<file path="src/rtl/systolic_feeder.sv">
// Operand stores plus skew sequencer feeding a 4x4 output-stationary systolic array.
// Latency: 12 cycles from accepted start to done (1 clear + 10 feed + 1 done).
// Backpressure: start and writes are ignored while busy; SYSTOLIC_FEEDER_BT_EN makes B loads transposed.
module systolic_feeder #(
    parameter int data_size = 32
) (
    input  logic                        clk,
    input  logic                        reset,
    input  logic                        wr_en,
    input  logic                        wr_sel,
    input  logic [3:0]                  wr_addr,
    input  logic signed [data_size-1:0] wr_data,
    input  logic                        start,
    output logic                        busy,
    output logic                        done,
    output logic                        arr_clr,
    output logic signed [data_size-1:0] a1,
    output logic signed [data_size-1:0] a2,
    output logic signed [data_size-1:0] a3,
    output logic signed [data_size-1:0] a4,
    output logic signed [data_size-1:0] b1,
    output logic signed [data_size-1:0] b2,
    output logic signed [data_size-1:0] b3,
    output logic signed [data_size-1:0] b4
);
    typedef enum logic [1:0] {IDLE, CLEAR, FEED, DONE} state_t;

    state_t                      state;
    logic [3:0]                  t;
    logic [3:0]                  tn;
    logic [3:0]                  b_idx;
    logic signed [data_size-1:0] mem_a [16];
    logic signed [data_size-1:0] mem_b [16];
    logic signed [data_size-1:0] a_q   [4];
    logic signed [data_size-1:0] b_q   [4];
    logic signed [data_size-1:0] a_nxt [4];
    logic signed [data_size-1:0] b_nxt [4];

`ifdef SYSTOLIC_FEEDER_BT_EN
    assign b_idx = {wr_addr[1:0], wr_addr[3:2]};
`else
    assign b_idx = wr_addr;
`endif

    always_ff @(posedge clk) begin
        if (reset) begin
            for (int i = 0; i < 16; i++) begin
                mem_a[i] <= '0;
                mem_b[i] <= '0;
            end
        end else if (wr_en && !busy) begin
            if (wr_sel)
                mem_b[b_idx] <= wr_data;
            else
                mem_a[wr_addr] <= wr_data;
        end
    end

    // Operands for the feed cycle that follows this edge; the diagonal window
    // closes by t=6, so the drain cycles fall out as zeros automatically.
    always_comb begin
        tn = (state == FEED) ? t + 4'd1 : 4'd0;
        for (int i = 0; i < 4; i++) begin
            automatic logic [3:0] k = tn - 4'(i);
            a_nxt[i] = '0;
            b_nxt[i] = '0;
            if (tn >= 4'(i) && k <= 4'd3) begin
                a_nxt[i] = mem_a[{2'(i), k[1:0]}];
                b_nxt[i] = mem_b[{k[1:0], 2'(i)}];
            end
        end
    end

    always_ff @(posedge clk) begin
        if (reset) begin
            state   <= IDLE;
            t       <= '0;
            busy    <= 1'b0;
            done    <= 1'b0;
            arr_clr <= 1'b0;
            for (int i = 0; i < 4; i++) begin
                a_q[i] <= '0;
                b_q[i] <= '0;
            end
        end else begin
            done    <= 1'b0;
            arr_clr <= 1'b0;
            for (int i = 0; i < 4; i++) begin
                a_q[i] <= '0;
                b_q[i] <= '0;
            end
            case (state)
                IDLE: begin
                    if (start) begin
                        state   <= CLEAR;
                        busy    <= 1'b1;
                        arr_clr <= 1'b1;
                    end
                end
                CLEAR: begin
                    state <= FEED;
                    t     <= '0;
                    for (int i = 0; i < 4; i++) begin
                        a_q[i] <= a_nxt[i];
                        b_q[i] <= b_nxt[i];
                    end
                end
                FEED: begin
                    if (t == 4'd9) begin
                        state <= DONE;
                        done  <= 1'b1;
                    end else begin
                        t <= t + 4'd1;
                        for (int i = 0; i < 4; i++) begin
                            a_q[i] <= a_nxt[i];
                            b_q[i] <= b_nxt[i];
                        end
                    end
                end
                DONE: begin
                    state <= IDLE;
                    busy  <= 1'b0;
                end
            endcase
        end
    end

    assign a1 = a_q[0];
    assign a2 = a_q[1];
    assign a3 = a_q[2];
    assign a4 = a_q[3];
    assign b1 = b_q[0];
    assign b2 = b_q[1];
    assign b3 = b_q[2];
    assign b4 = b_q[3];
endmodule
</file>
<file path="config.mk">
export PLATFORM = sky130hd
export DESIGN_NAME = systolic_feeder
export DESIGN_NICKNAME = d
export VERILOG_FILES = /design/src/rtl/systolic_feeder.sv
export SDC_FILE = /design/constraint.sdc
export NUM_CORES = 2
export LEC_CHECK = 0
export ABC_CLOCK_PERIOD_IN_PS = 3900
export CAP_MARGIN = 20
export CELL_PAD_IN_SITES_DETAIL_PLACEMENT = 1
export CELL_PAD_IN_SITES_GLOBAL_PLACEMENT = 1
export CORE_UTILIZATION = 51
export CTS_BUF_LIST = sky130_fd_sc_hd__clkbuf_8 sky130_fd_sc_hd__clkbuf_16
export DETAILED_ROUTE_END_ITERATION = 12
export PLACE_DENSITY = 0.89
export SLEW_MARGIN = 15
export SYNTH_ARGS = -nofsm -noshare
export SYNTH_HDL_FRONTEND = slang
export SYNTH_SLANG_ARGS = --single-unit
export TNS_END_PERCENT = 1
</file>
<file path="constraint.sdc">
create_clock -name clk -period 3.9 [get_ports clk]
set_input_delay 0.39 -clock clk [delete_from_list [all_inputs] [get_ports clk]]
set_output_delay 0.39 -clock clk [all_outputs]
set_load 0.05 [all_outputs]
</file>
==> results.json <==
{
  "layout-area-overhead-vs-synth_pct": 17.39,
  "portBuffers": 299,
  "rows": 120,
  "cpMaxStageDelayCell": "ha_4",
  "pwr-share-clk_pct": 36.8,
  "drtAntennaViolNets": 0,
  "slew_headroom_pct": 29.61,
  "syn_inst": 3778,
  "synth.cell_area_mm2": 0.05500,
  "yosysWarnings": 0,
  "seq_area_frac_synth_pct": 69.05,
  "clk_path_buf_depth": 3,
  "rsz0062_at_grt": "false",
  "crit_fanout": 36,
  "routed_via_density": 5.970,
  "start_util_pct": 51.38,
  "dr.pass1.iters": 5,
  "drc": 0,
  "grt_max_degree": 161,
  "cts_tree": "yes",
  "p_leak_nw": 23.63,
  "grt_overflow": 0,
  "dieHeight_um": 330.4,
  "hold_buffers": 0,
  "finClkSkew_ps": 37.39,
  "crit_type": "register to register",
  "p_sw_mw": 9.846,
  "vias": 33970,
  "arrival_ps": 4230,
  "crit_path_end_kind": "register",
  "cpPeakStageDelay_ps": 610,
  "ys_seq_elements": 1289,
  "avgSynthCellArea_um2": 14.56,
  "drv_slew": 0,
  "cts-root-buf": "clkbuf_16",
  "io_pins": 300,
  "fmax_mhz": 270.2,
  "power_density_mw_per_mm2": 547.2,
  "final_cell_mix": "1216 x edfxtp_1, 1025 x and2_1, 290 x clkdlybuf4s50_1",
  "switching_share_pct": 27.87,
  "crit_chain": "inv_1 > ha_1 > nand2b_2 > inv_6 > ha_4 > buf_12 > mux4_2 > nand2_1 > nor3_1",
  "dieWidth_um": 330.4,
  "htree_levels": 4,
  "drt_iter0_drc": 3466,
  "hpwlAfterDp_um": 99520,
  "grt_pass1_wl_um": 245700,
  "comb_power_share_pct": 17.9,
  "wl_um": 168600,
  "path_clk_slew_ps": 60,
  "crit_required_ps": 4430,
  "holdWs_ps": 346.2,
  "irDropWorstVdd_mv": 0.4119,
  "p_total_mw": 35.33,
  "clk_latency_ps": 760,
  "place_congestion": 0.8170,
  "status": "complete, no violations",
  "grt_usage_pct": 31.19,
  "setup_violations": 0,
  "layout-drive-gt1-share_pct": 13.14,
  "ctsResizeCount": 0,
  "period_needed_ps": 3701,
  "p_int_mw": 25.48,
  "hp-class": "input pin to register",
  "cts_made_buffers": 138,
  "seqPwrFrac_pct": 45.3,
  "cts.sinks": 1289,
  "max_cap_violations": 0,
  "ys_types": 44,
  "nets": 4227,
  "cp-start-kind": "register",
  "dieArea_mm2": 0.1092,
  "tightestPinTransition_ps": 1056,
  "layout_commonest_cell": "edfxtp_1",
  "antenna_found_initial": 9,
  "wl_per_cell_um": 29.63,
  "fp.coreArea_mm2": 0.1071,
  "hold_viol": 0,
  "grt_pass1_vias": 36970,
  "setup_tns_ps": 0,
  "final.period_utilization_pct": 94.89
}
[cell families (layout without fill, tap and decap cells)]
family | count (synthesis) | after routing | synth area share (%)
AOI/OAI and AO/OA | 138 | 138 | 1.909
xor gates and xnor gates | 4 | 4 | 0.09100
adders and majority gates | 13 | 13 | 0.2958
buffers and inverters | 352 | 667 | 2.634
DFF | 1289 | 1289 | 69.05
muxes | 325 | 325 | 9.007
other | 1 | 196 | 0.006818
and+or+nand+nor | 1656 | 1656 | 17.01
[power groups by stage]
stage / Sequential, mW / Clock (mW) / Combinational, mW
4_1_cts: 16.0 / 13.1 / 6.28
2_1_floorplan: 16.6 / 0 / 3.74
3_3_place_gp: 16.2 / 0 / 5.89
5_1_grt: 16.0 / 13.6 / 6.58
6_report: 16.0 / 13.0 / 6.32
3_5_place_dp: 16.3 / 0 / 6.15
[per-stage QoR]
stage	area [µm²]	setup WS (ps)	std cells	utilization, %
2_1_floorplan	55720	800.6	3969	-
3_3_place_gp	60040	442.1	5429	56.08
3_5_place_dp	60110	124.6	5433	56.15
4_1_cts	64560	8.940	5684	60.31
5_1_grt	64550	50.69	5687	60.30
6_report	64560	199.2	5691	60.31
[final cells by class]
class,count,area [µm²]
Sequential cell,1289,37980
Multi-Input combinational cell,2328,16380
Antenna cell,4,10.01
Tap cell,1403,1755
Fill cell,9861,42490
Clock inverter,91,593.1
Clock buffer,160,3857
Timing Repair Buffer,408,3949
Inverter,8,42.54
[final timing paths]
kind / slack [ps] / cells past startpoint / from / end
worst min-delay path: 350 / 2 / wr_data[16] / mem_a[6][16]$_SDFFCE_PN0P_
worst max-delay path: 200 / 9 / state[0]$_SDFFE_PP0P_ / b_q[1][17]$_DFFE_PP_
worst min register to register: 560 / 2 / state[0]$_SDFFE_PP0P_ / state[0]$_SDFFE_PP0P_
worst max register to register: 200 / 9 / state[0]$_SDFFE_PP0P_ / b_q[1][17]$_DFFE_PP_
[cell usage after synthesis (all sizes together)]
master  number  share of area, %
nand3        2             0.018
nand3b       3             0.041
xnor2        4             0.091
nand2      270               1.8
mux2        66               1.4
nor3        70              0.65
nand2b       7             0.080
mux4       128               5.2
a221oi       1             0.048
a21boi       1             0.014
o21bai       1             0.014
clkbuf     291               2.0
o211ai      64              0.87
and3       130               1.5
buf         53              0.59
nor4         1             0.011
nor2       104              0.71
nor2b        3             0.034
inv          8             0.055
nand4        2             0.023
dfxtp       73               2.7
a211oi      64              0.87
a32o         1             0.018
or3          1             0.011
conb         1            0.0068
and2      1025                12
a311oi       1             0.016
nor4bb       1             0.018
a21oi        4             0.036
mux2i      131               2.4
ha          13              0.30
edfxtp    1216                66
nor3b        2             0.027
and3b        2             0.032
or2         33              0.38
a211o        1             0.016
[what timing repair did]
action	4_1_cts	5_1_grt
cloned	0	0
endpoints found under the setup margin	2	32
setup buffers	0	3
pin swaps	1	1
[routing by layer]
layer	wire, µm	global-route usage (%)	share of wire (%)	vias to the layer above
met3	13720	5.785	8.1	430
met4	6688	13.02	4.0	10
met2	88270	55.43	52	1767
li1	-	-	-	14090
met1	59900	37.16	36	17680
met5	65	0	0.039	-
[flip-flops by register name, summed over array words and instances, names as in the netlist]
signal	flops
mem_a	512
a_q	128
state	2
mem_b	512
busy	1
b_q	128
done	1
arr_clr	1
t	4
[worst max-delay path: cells and delay by family (launching register included)]
kind                     cells  cell delay (ps)
AND/OR/NAND/NOR              3              820
buffers and inverters        3              900
adder cells (fa/ha/maj)      2             1090
flip-flops                   1              350
multiplexers                 1              250
No activity file was read; power rests on OpenSTA's default activity.
